--- src/rtl/bp_pkg.sv ---
// ----------------------------------------------------------------------------
// bp_pkg
// Shared types and helpers for the packet-FIFO arbiter.
//   state_t   : arbiter FSM states (HDR only reachable with BP_PKTARB_HEADER_EN)
//   HDR_MAGIC : upper nibble of the optional per-packet header byte
//   hdr_byte  : builds the header byte {HDR_MAGIC, src[3:0]}
// ----------------------------------------------------------------------------
package bp_pkg;

    typedef enum logic [1:0] {
        IDLE = 2'd0,
        HDR  = 2'd1,
        SEND = 2'd2
    } state_t;

    localparam logic [3:0] HDR_MAGIC = 4'hA;

    function automatic logic [7:0] hdr_byte(input logic [3:0] src);
        return {HDR_MAGIC, src};
    endfunction

endpackage

--- src/rtl/bp_rr_pick.sv ---
// ----------------------------------------------------------------------------
// bp_rr_pick
// Purely combinational round-robin selector. Scans requests starting at the
// index after last_i, wrapping modulo N_SRC, and reports the first hit.
// Ports:
//   req_i  [N_SRC] : request vector
//   last_i [IW]    : index granted most recently
//   gnt_o  [N_SRC] : one-hot pick (all zero when nothing requested)
//   idx_o  [IW]    : binary index of the pick
//   any_o          : at least one request present
// ----------------------------------------------------------------------------
module bp_rr_pick #(
    parameter int unsigned N_SRC = 2,
    parameter int unsigned IW    = (N_SRC > 1) ? $clog2(N_SRC) : 1
) (
    input  logic [N_SRC-1:0] req_i,
    input  logic [IW-1:0]    last_i,
    output logic [N_SRC-1:0] gnt_o,
    output logic [IW-1:0]    idx_o,
    output logic             any_o
);

    logic found;

    // The circular scan is split into two linear passes (indices above last,
    // then indices up to and including last) so every bit select stays a
    // loop constant.
    always_comb begin
        gnt_o = '0;
        idx_o = '0;
        found = 1'b0;
        for (int unsigned i = 0; i < N_SRC; i++) begin
            if (!found && req_i[i] && (i > 32'(last_i))) begin
                found    = 1'b1;
                gnt_o[i] = 1'b1;
                idx_o    = IW'(i);
            end
        end
        for (int unsigned i = 0; i < N_SRC; i++) begin
            if (!found && req_i[i] && (i <= 32'(last_i))) begin
                found    = 1'b1;
                gnt_o[i] = 1'b1;
                idx_o    = IW'(i);
            end
        end
        any_o = found;
    end

endmodule

--- src/rtl/bp_pktfifo_arbiter.sv ---
// ----------------------------------------------------------------------------
// bp_pktfifo_arbiter
// Shares the device-to-host USB byte stream between N_SRC show-ahead packet
// FIFOs. One source is granted at a time, round-robin, and exactly one whole
// packet is drained per grant; at least one IDLE cycle separates packets.
//
// Optional feature (macro BP_PKTARB_HEADER_EN): each packet is preceded by a
// header byte {4'hA, src[3:0]}, sent from the HDR state.
//
// Parameters: N_SRC (1..16) sources, PKT_LEN (1..255) payload bytes/packet.
// Ports:
//   i_clk, i_rst_n : clock (rising edge), asynchronous active-low reset
//   i_pktRdy[s]    : FIFO s holds at least one complete packet
//   i_data         : head byte of FIFO s at [s*8+:8]
//   i_flush[s]     : FIFO s is being flushed this cycle
//   o_pop          : one-hot pop strobe, same cycle as byte acceptance
//   o_data/o_valid : byte stream to USB serial, i_ready accepts it
//   o_grant        : one-hot current owner, zero while idle
//   o_busy         : FSM not in IDLE
// ----------------------------------------------------------------------------
module bp_pktfifo_arbiter
    import bp_pkg::*;
#(
    parameter int unsigned N_SRC   = 2,
    parameter int unsigned PKT_LEN = 8
) (
    input  logic               i_clk,
    input  logic               i_rst_n,
    input  logic [N_SRC-1:0]   i_pktRdy,
    input  logic [N_SRC*8-1:0] i_data,
    output logic [N_SRC-1:0]   o_pop,
    input  logic [N_SRC-1:0]   i_flush,
    output logic [7:0]         o_data,
    output logic               o_valid,
    input  logic               i_ready,
    output logic [N_SRC-1:0]   o_grant,
    output logic               o_busy
);

    localparam int unsigned IW = (N_SRC > 1) ? $clog2(N_SRC) : 1;
    localparam int unsigned CW = $clog2(PKT_LEN + 1);

    localparam logic [CW-1:0] LAST_BYTE = CW'(PKT_LEN - 1);
    localparam logic [IW-1:0] LAST_INIT = IW'(N_SRC - 1);

    state_t             state_q, state_d;
    logic [N_SRC-1:0]   grant_q, grant_d;
    logic [IW-1:0]      gidx_q,  gidx_d;
    logic [IW-1:0]      last_q,  last_d;
    logic [CW-1:0]      cnt_q,   cnt_d;

    logic [N_SRC-1:0]   pick_gnt;
    logic [IW-1:0]      pick_idx;
    logic               pick_any;
    logic [7:0]         head_byte;
    logic               flush_g;

    bp_rr_pick #(
        .N_SRC (N_SRC),
        .IW    (IW)
    ) u_pick (
        .req_i  (i_pktRdy),
        .last_i (last_q),
        .gnt_o  (pick_gnt),
        .idx_o  (pick_idx),
        .any_o  (pick_any)
    );

    // Head byte of the granted FIFO.
    always_comb begin
        head_byte = '0;
        for (int unsigned s = 0; s < N_SRC; s++) begin
            if (gidx_q == IW'(s)) begin
                head_byte = i_data[s*8 +: 8];
            end
        end
    end

    // Flushes of non-granted sources are deliberately ignored.
    assign flush_g = |(i_flush & grant_q);

    always_comb begin
        state_d = state_q;
        grant_d = grant_q;
        gidx_d  = gidx_q;
        last_d  = last_q;
        cnt_d   = cnt_q;
        o_valid = 1'b0;
        o_data  = '0;
        o_pop   = '0;

        case (state_q)
            IDLE: begin
                if (pick_any) begin
                    grant_d = pick_gnt;
                    gidx_d  = pick_idx;
                    last_d  = pick_idx;
                    cnt_d   = '0;
`ifdef BP_PKTARB_HEADER_EN
                    state_d = HDR;
`else
                    state_d = SEND;
`endif
                end
            end

`ifdef BP_PKTARB_HEADER_EN
            HDR: begin
                o_valid = 1'b1;
                o_data  = hdr_byte(4'(gidx_q));
                if (flush_g) begin
                    state_d = IDLE;
                    grant_d = '0;
                    cnt_d   = '0;
                end else if (i_ready) begin
                    state_d = SEND;
                end
            end
`endif

            SEND: begin
                o_valid = 1'b1;
                o_data  = head_byte;
                // A flush wins over acceptance, including on the final byte:
                // no pop, packet truncated, lastGrant keeps this source.
                if (flush_g) begin
                    state_d = IDLE;
                    grant_d = '0;
                    cnt_d   = '0;
                end else if (i_ready) begin
                    o_pop = grant_q;
                    if (cnt_q == LAST_BYTE) begin
                        state_d = IDLE;
                        grant_d = '0;
                        cnt_d   = '0;
                    end else begin
                        cnt_d = cnt_q + CW'(1);
                    end
                end
            end

            default: begin
                state_d = IDLE;
                grant_d = '0;
                cnt_d   = '0;
            end
        endcase
    end

    always_ff @(posedge i_clk or negedge i_rst_n) begin
        if (!i_rst_n) begin
            state_q <= IDLE;
            grant_q <= '0;
            gidx_q  <= '0;
            last_q  <= LAST_INIT;
            cnt_q   <= '0;
        end else begin
            state_q <= state_d;
            grant_q <= grant_d;
            gidx_q  <= gidx_d;
            last_q  <= last_d;
            cnt_q   <= cnt_d;
        end
    end

    assign o_grant = grant_q;
    assign o_busy  = (state_q != IDLE);

endmodule

--- config.mk ---
export PLATFORM = sky130hd
export DESIGN_NAME = bp_pktfifo_arbiter
export DESIGN_NICKNAME = d
export VERILOG_FILES = /design/src/rtl/bp_pkg.sv /design/src/rtl/bp_rr_pick.sv /design/src/rtl/bp_pktfifo_arbiter.sv
export SDC_FILE = /design/constraint.sdc
export NUM_CORES = 1
export LEC_CHECK = 0
export CELL_PAD_IN_SITES_DETAIL_PLACEMENT = 0
export CELL_PAD_IN_SITES_GLOBAL_PLACEMENT = 1
export CORE_UTILIZATION = 23
export CTS_BUF_LIST = sky130_fd_sc_hd__clkbuf_8 sky130_fd_sc_hd__clkbuf_16
export DETAILED_ROUTE_END_ITERATION = 8
export PLACE_DENSITY = 0.83
export SYNTH_ARGS = -nofsm -noshare
export SYNTH_HDL_FRONTEND = slang
export SYNTH_SLANG_ARGS = --single-unit
--- constraint.sdc ---
create_clock -name i_clk -period 1.1 [get_ports i_clk]
set_input_delay 0.165 -clock i_clk [delete_from_list [all_inputs] [get_ports i_clk]]
set_output_delay 0.165 -clock i_clk [all_outputs]
set_load 0.02 [all_outputs]
# After elaboration in Yosys (flattened, before gate mapping)
# Index checks and enable logic that the tools add are counted.
dict set report word_totals {
  ff_bits 10
  word_cells 51
}
dict set report classes {
  add_sub_neg 1
  magnitude_cmp 2
  n_eq_ne 5
  n_mux 25
  bitwise 1
  reduce_logical 12
}
# op count
set op_table {}
lappend op_table {{2-bit 2-to-1 mux} 8}
lappend op_table {{4-bit 2-to-1 mux} 4}
lappend op_table {{8-bit 2-to-1 mux} 2}
lappend op_table {{1-bit 2-to-1 mux} 8}
lappend op_table {{2-bit one-hot mux with 2 select lines} 2}
lappend op_table {{4-bit one-hot mux with 2 select lines} 1}
lappend op_table {{3-bit != test (second input constant)} 2}
lappend op_table {{4-bit by 1-bit adder with 4-bit output (second input constant)} 1}
lappend op_table {{4-bit by 3-bit == test with 1-bit output (second input constant)} 1}
lappend op_table {{1-bit logical AND} 4}
lappend op_table {{2-bit AND reduction} 2}
lappend op_table {{3-bit AND reduction} 1}
lappend op_table {{2-bit AND} 1}
lappend op_table {{2-bit == test (second input constant)} 1}
lappend op_table {{1-bit logical NOT} 2}
lappend op_table {{2-bit logical NOT} 1}
lappend op_table {{2-bit != test (second input constant)} 1}
lappend op_table {{2-bit nonzero test} 1}
lappend op_table {{2-bit OR reduction} 1}
lappend op_table {{1-bit > comparator (first input constant)} 1}
lappend op_table {{1-bit less-or-equal comparator (first input constant)} 1}

# Longest topological paths before layout
# Gate-level depths: netlist of the first run.
dict set report logic_depth {
  depth_word 12
  ltp_mapped 4
  ltp_nobuf 4
}

# Modules after synthesis
# Synthesis of the first run repeated with hierarchy kept, for this count alone.
dict set report unflattened {
  hier_cells 70
  hier_area_um2 681.9
}
# module instances cells_each area_per_inst_um2
set by_module_without_submodules {}
lappend by_module_without_submodules {bp_pktfifo_arbiter 1 65 649.4}
lappend by_module_without_submodules {bp_rr_pick 1 5 32.5}

# Worst setup path after synthesis of the first run
# No wires, ideal clock.
dict set report synth_path {
  path_kind {reg-to-output}
  from {register grant_q[0], in the netlist o_grant[0]}
  to {output port o_pop[0]}
  arrival_ps 1238
  required_time_ps 935
  slack_ps -303
  path_stages_with_launch 4
  n_path_buf 0
  path_cell_list {dfrtp_1 a22oi_4 and2_1 and3_1}
}
dict set report synth_via {
  elab_chain_cells 4
  elab_cells_between_ends 5
  classes_between {3 x mux; 1 x bitwise; 1 x reduce/logical}
}
# element line
set synth_rtl {}
lappend synth_rtl {{start: declaration} bp_pktfifo_arbiter.sv:47} ;# logic [N_SRC-1:0] grant_q, grant_d;
lappend synth_rtl {{start signal: assignment} bp_pktfifo_arbiter.sv:159} ;# grant_q <= grant_d;
lappend synth_rtl {{2-bit AND} bp_pktfifo_arbiter.sv:80} ;# assign flush_g = |(i_flush & grant_q);
lappend synth_rtl {{2-bit OR reduction} bp_pktfifo_arbiter.sv:80}
lappend synth_rtl {{2-bit 2-to-1 mux (*)} bp_pktfifo_arbiter.sv:126} ;# if (flush_g) begin
lappend synth_rtl {{2-bit 2-to-1 mux (*)} bp_pktfifo_arbiter.sv:92} ;# case (state_q)
lappend synth_rtl {{end: declaration} bp_pktfifo_arbiter.sv:31} ;# output logic [N_SRC-1:0] o_pop,
# Mark *: on every way between the ends. The rest lies on a longest branch, timed or not.

# Final worst setup path of the first run
dict set report layout_path {
  from {register grant_q[0], in the netlist o_grant[0]}
  to {output port o_pop[1]}
}
dict set report layout_via {
  elab_chain_cells 4
}
# element line
set layout_rtl {}
lappend layout_rtl {{2-bit AND} bp_pktfifo_arbiter.sv:80}
lappend layout_rtl {{2-bit OR reduction} bp_pktfifo_arbiter.sv:80}
lappend layout_rtl {{2-bit 2-to-1 mux} bp_pktfifo_arbiter.sv:126}
lappend layout_rtl {{2-bit 2-to-1 mux} bp_pktfifo_arbiter.sv:92}
# No other way between the ends.

==> results of run 1 <==
## registers in the layout, indices dropped and copies added (netlist names)
name / cells
cnt_q: 4
o_grant: 2
gidx_q: 1
last_q: 1
state_q: 1
## stage by stage
step                area, sq um  hold WS, ps  cells   util
floorplan                   739         -131     66      -
global placement           1220          478    142  0.481
detailed placement         1220          487    142  0.481
CTS                        1440          247    149  0.564
global route               1510          267    151  0.591
finish                     1510          227    151  0.591
## metal layers
layer	routed length [um]	share of wire	global-route usage
met1	881	0.42	0.211
met2	1120	0.54	0.240
met3	62	0.030	0.0167
met4	21	0.010	0.0684
met5	0	0	0
## power by group through the flow
stage | Combinational, mW | Clock [mW] | Sequential (mW)
after floorplan | 1.30 | 0 | 0.647
after global placement | 2.19 | 0 | 0.606
after detailed placement | 2.24 | 0 | 0.618
after CTS | 2.80 | 0.364 | 0.625
after global routing | 3.21 | 0.389 | 0.644
final | 3.02 | 0.358 | 0.630
## path summary, 6_finish.rpt
path | start | to | slack (ps)
max | o_grant[0] | o_pop[1] | -330
min | i_rst_n | cnt_q[0] | 230
max reg2reg | state_q[1] | cnt_q[0] | -180
min reg2reg | last_q | last_q | 530
max in group asynchronous | i_rst_n | last_q | 560
min in group i_clk | last_q | last_q | 530
## cell usage after synthesis
master and instances:
buf_2 2, a22oi_4 1, o2bb2ai_1 2, dfstp_2 1, a32o_1 2, or3_1 1
o22ai_2 1, nand2_1 1, inv_1 6, nor2_1 11, mux2i_1 8, a2bb2oi_1 1
and3_1 2, a31o_1 1, nand4_1 1, buf_4 2, o21ai_1 1, a21oi_1 2
o22ai_1 1, nor3_2 1, o311ai_4 1, a31oi_1 5, o21ai_0 1, dfrtp_1 8
ha_1 1, or2b_1 1, and2_1 1
## cells by family after synthesis
family	after synthesis	share of synthesized area
AOI/OAI and AO/OA	19	0.273
adders and majority gates	1	0.0198
buffers and inverters	10	0.0751
DFF	9	0.358
muxes	8	0.126
and+or+nand+nor	19	0.148
## what timing repair did
action | in CTS | in global routing
cloned | 1 | 0
buffers inserted | 2 | 4
setup endpoints to repair | 22 | 23
pin swaps | 9 | 4
hold endpoints to repair | 0 | 0
resized for setup | 104 | 13
## area by class of cell
type / count / share of cell area
clock buffers: 3 / 0.0274
clock inverters: 1 / 0.00249
inverters: 6 / 0.0166
multi-input cells: 47 / 0.385
flip-flops and latches: 9 / 0.153
well taps: 30 / 0.0249
repair buffers: 55 / 0.391
==> metrics.yaml, run 1 <==
pwr:
  internal_power_mw: 2.43
  switching_share: 0.394
  power_frac_seq: 0.157
  pwr-share-clk: 0.089
  p_leak_nw: 0.606
  peakVddDrop_mv: 1.63
  p_sw_mw: 1.58
  combinationalPowerShare: 0.754
  totalPowerFinal_mw: 4.01
  p_per_area_nw_per_um2: 2660
worst_setup_path:
  worstPathCellList: "a22oi_4 > and2_4 > and3_4 > buf_6"
  critPathArrivalTime_ps: 1270
  worst-path-buf-inv: 1
  crit_path_max_incr_delay_ps: 420
  crit_type: "reg -> out"
  r2r_cells: 4
  cp_top_family: "flip-flops"
  path_max_fanout: 3
  worst-path-stages: 4
  critPathLaunchType: "flip-flop"
  endpoint_kind: "primary output"
  required_ps: 940
  cp_slowest_cell: "dfrtp_2"
layout:
  filler_cell_count: 204
  final_cell_mix: "22 x clkdlybuf4s50_1, 18 x buf_6, 11 x buf_4"
  final_common_cell: "clkdlybuf4s50_1"
  multi_input_area_sq_um: 579
  final_nets: 146
  drive_gt1_frac: 0.595
  antenna_cells: 0
  areaGrowthSynthToFinish_pct: 138
  seq_area_sq_um: 230
global_routing:
  grt_first_pass_wirelength_um: 3150
  grt_max_degree: 10
  grtUsageTotal: 0.153
  grt_overflow_total: 0
  antenna_found_initial: 0
  grt_pass1_vias: 667
flow_run:
  maxCapViolCount: 0
synthesis:
  yosysWarnings: 0
  synth_fp_nets: 90
  yosys-top-cells-area: "dfrtp_1 32%, mux2i_1 13%, nor2_1 6.5%, a31oi_1 4.9%, dfstp_2 4.2%"
  yosysTopAreaCellShare: 0.316
  yosysSeqAreaShare: 0.358
  yosys.area.top_type: "dfrtp_1"
  postSynthCellCount: 66
  ys_types: 27
  syn_area_sq_um: 633
  avgSynthCellArea_sq_um: 9.59
  ys_ff_latch: 9
sta:
  finalSetupTns_ps: -4410
  setup_violations: 20
  slew_viol_final: 0
  min_period_over_period: 1.30
  setup_ws_ps: -334
  fmax_mhz: 697
  slew-limit-headroom: 0.747
  tightest_slew_ps: 379
  min_period_ps: 1430
  rsz0062_at_grt: "yes"
  finClkSkew_ps: 2.49
  hold_violations: 0
floorplanning:
  fp.dieH_um: 54.5
  fp.dieW_um: 54.5
  core_area_sq_um: 2540
  start_util: 0.249
  io_pins: 37
  dieArea_sq_um: 2970
  rows: 18
routing:
  wl_per_cell_um: 13.8
  wl_um: 2090
  drt_pre_antenna_iters: 4
  drtIter0Drc: 12
  vias_per_cell: 4.70
  ant_nets: 0
  vias: 709
  drc: 0
clock_tree:
  cts_tree: "yes"
  cts_buffer_depth: 2
  cts_hold_buf: 0
  htree_levels: 1
  cts_buffers: 3
  clk_latency_ps: 220
  cts-root-buf: "clkbuf_8"
  numClockSinks: 9
  clk_pin_slew_ps: 40
placed_design:
  port_buffers: 36
  dpl_worst_slack_ps: -810
  dpl.hpwl_um: 1620
  finalWeightedCongestion: 0.879
run_status:
  violations: "setup timing"
  status: "finished, violations left"
hold_path:
  hold_class: "in -> async"
(Power assumes the default switching activity.)
==> run 2, diff against run 1 <==
Settings changed: CAP_MARGIN set to 25.
==> results of run 2 <==
No change in the layout: final DEF, timing and power equal those of run 1.
==> run 3, diff against run 2 <==
Settings changed: CORE_UTILIZATION 23 to 24, SYNTH_HIERARCHICAL set to 1.
==> metrics.yaml, run 3 <==
run_status:
  status: "finished, violations left"
  violations: "setup timing"
sta:
  slew_viol_final: 0  # unchanged
  slew-limit-headroom: 0.827  # +0.0800
  finClkSkew_ps: 2.90  # +0.408 ps
  setup_ws_ps: -348  # -14.1 ps
  hold_violations: 0  # unchanged
  whs_ps: 223  # -4.23 ps
  min_period_over_period: 1.32  # +0.0128
  min_period_ps: 1450  # +14.1 ps
  rsz0062_at_grt: "yes"
  tightest_slew_ps: 259  # -119 ps
  finalSetupTns_ps: -3910  # +499 ps
  setup_violations: 19  # -5.0%
  fmax_mhz: 691  # -0.97%
global_routing:
  grt_overflow_total: 0  # unchanged
  antenna_found_initial: 0  # unchanged
  grt_pass1_vias: 867  # +30%
  grt_first_pass_wirelength_um: 3870  # +23%
  grt_max_degree: 10  # unchanged
  grtUsageTotal: 0.161  # +0.00778
floorplanning:
  rows: 18  # unchanged
  dieArea_sq_um: 3060  # +3.1%
  io_pins: 37  # unchanged
  start_util: 0.263  # +0.0145
  core_area_sq_um: 2590  # +1.8%
  fp.dieW_um: 55.3  # +1.5%
  fp.dieH_um: 55.3  # +1.5%
worst_setup_path:
  r2r_cells: 4  # unchanged
  crit_type: "reg -> out"
  path_max_fanout: 3  # unchanged
  endpoint_kind: "primary output"
  critPathLaunchType: "flip-flop"
  required_ps: 940  # about the same
  critPathArrivalTime_ps: 1280  # about the same
  cp_slowest_cell: "dfrtp_2"
  crit_path_max_incr_delay_ps: 420  # about the same
  worstPathCellList: "a22oi_4 > and2_4 > and3_4 > buf_6"
clock_tree:
  cts_tree: "yes"
  numClockSinks: 9  # unchanged
  cts_buffers: 3  # unchanged
  cts-root-buf: "clkbuf_8"
  cts_buffer_depth: 2  # unchanged
  clk_latency_ps: 230  # about the same
  htree_levels: 1  # unchanged
  clk_pin_slew_ps: 50  # about the same
synthesis:
  yosys-top-cells-area: "dfrtp_1 29%, mux2i_1 13%, nor2b_1 8.3%, nand2_1 5.5%, dfstp_2 3.9%"
  yosysTopAreaCellShare: 0.294  # -0.0226
  async_flop_share: 1.00  # unchanged
  postSynthCellCount: 70  # +6.1%
  ys_types: 29  # +7.4%
  synth_edf_count: 0  # unchanged
  ys_ff_latch: 9  # unchanged
  ys.flop_type: "dfrtp_1"
  yosys.area.top_type: "dfrtp_1"
  yosysWarnings: 6  # +6
  synth_common_cells: "10 x nand2_1, 9 x mux2i_1, 9 x nor2b_1"
  yosysMostFrequentCell: "nand2_1"
  avgSynthCellArea_sq_um: 9.74  # +1.6%
  syn_area_sq_um: 682  # +7.7%
  synth_fp_nets: 94  # +4.4%
  yosysSeqAreaShare: 0.332  # -0.0256
routing:
  drc: 0  # unchanged
  drtIter0Drc: 10  # -2
  vias_per_cell: 4.85  # +3.3%
  drt_pre_antenna_iters: 4  # unchanged
  ant_nets: 0  # unchanged
  wl_per_cell_um: 14.2  # +2.5%
  vias: 766  # +8.0%
  wl_um: 2240  # +7.3%
pwr:
  p_per_area_nw_per_um2: 2460  # -7.8%
  peakVddDrop_mv: 2.12  # +31%
  internal_power_mw: 2.37  # -2.3%
  p_leak_nw: 0.698  # +15%
  power_frac_seq: 0.159  # +0.002
  pwr-share-clk: 0.098  # +0.009
  switching_share: 0.380  # -0.0144
  combinationalPowerShare: 0.743  # -0.011
  p_sw_mw: 1.45  # -8.1%
layout:
  largest_reg_flops: 4  # unchanged
  antenna_cells: 0  # unchanged
  drive_gt1_frac: 0.617  # +0.0221
  areaGrowthSynthToFinish_pct: 128
  final_area_sq_um: 1560  # +3.5%
  final_cell_mix: "22 x clkdlybuf4s50_1, 22 x buf_6, 14 x buf_4"
  regMostFlops: "cnt_q"
  final_nets: 153  # +4.8%
flow_run:
  maxCapViolCount: 0  # unchanged
placed_design:
  place_area_sq_um: 1240  # +1.5%
  port_buffers: 36  # unchanged
  dpl.hpwl_um: 1500  # -7.4%
  finalWeightedCongestion: 0.725  # -18%
hold_path:
  hold_class: "in -> async"
run 3: worst paths after layout:
path                             from          to  slack [ps]
max reg2reg                o_grant[0]    cnt_q[0]        -170
min                           i_rst_n  o_grant[0]         220
max in group asynchronous     i_rst_n      last_q         660
min in group i_clk             last_q      last_q         470
min reg2reg                    last_q      last_q         470
max                        o_grant[0]    o_pop[1]        -350
run 3: final cells by class:
cell class / count / area (sq um)
fill: 213 / 1030
multi-input combinational: 54 / 642
timing repair buffer: 60 / 598
sequential: 9 / 231
clock buffer: 3 / 41.3
tap: 30 / 37.5
clock inverter: 1 / 3.75
inverter: 1 / 3.75
run 3: worst max-delay path: cells and delay by family (launching register included):
family | cells | cell delay [ps]
compound gates | 1 | 170
simple gates | 2 | 350
flops | 1 | 420
buf+inv | 1 | 110
run 3: stage by stage:
stage	setup slack [ps]	instances	total power, mW	utilization
detailed placement	-826	147	2.63	0.480
CTS	-356	157	3.70	0.585
finish	-348	158	3.83	0.601
global placement	-787	147	2.58	0.480
global route	-379	158	4.03	0.601
floorplan	-145	70	1.86	-
run 3: cells by family (layout without fill, tap and decap cells):
logic type / count (synthesis) / count (layout) / synth area share
simple gates: 31 / 31 / 0.266
compound gates: 12 / 12 / 0.169
mux: 9 / 9 / 0.132
flops: 9 / 9 / 0.332
buf+inv: 7 / 65 / 0.0697
fa+ha+maj: 1 / 1 / 0.0183
xor+xnor: 1 / 1 / 0.0128
run 3: layer usage:
layer / vias up / track usage / wire, um
met1: 351 / 0.160 / 758
li1: 366 / - / -
met5: - / 0 / 0
met4: 0 / 0.0750 / 53
met2: 43 / 0.298 / 1230
met3: 6 / 0.0539 / 200
run 3: power by group through the flow:
stage               Combinational, mW  Sequential (mW)  Clock, mW
floorplan                        1.20            0.663          0
global placement                 1.95            0.635          0
detailed placement               1.98            0.643          0
CTS                              2.71            0.610      0.385
global route                     3.01            0.626      0.394
finish                           2.84            0.608      0.377
run 3: timing repair:
action	4_1_cts	5_1_grt
pin swaps	7	3
cloned	1	0
setup endpoints to repair	23	22
hold buffers	0	0
gates resized for setup	114	8
setup buffers	5	2
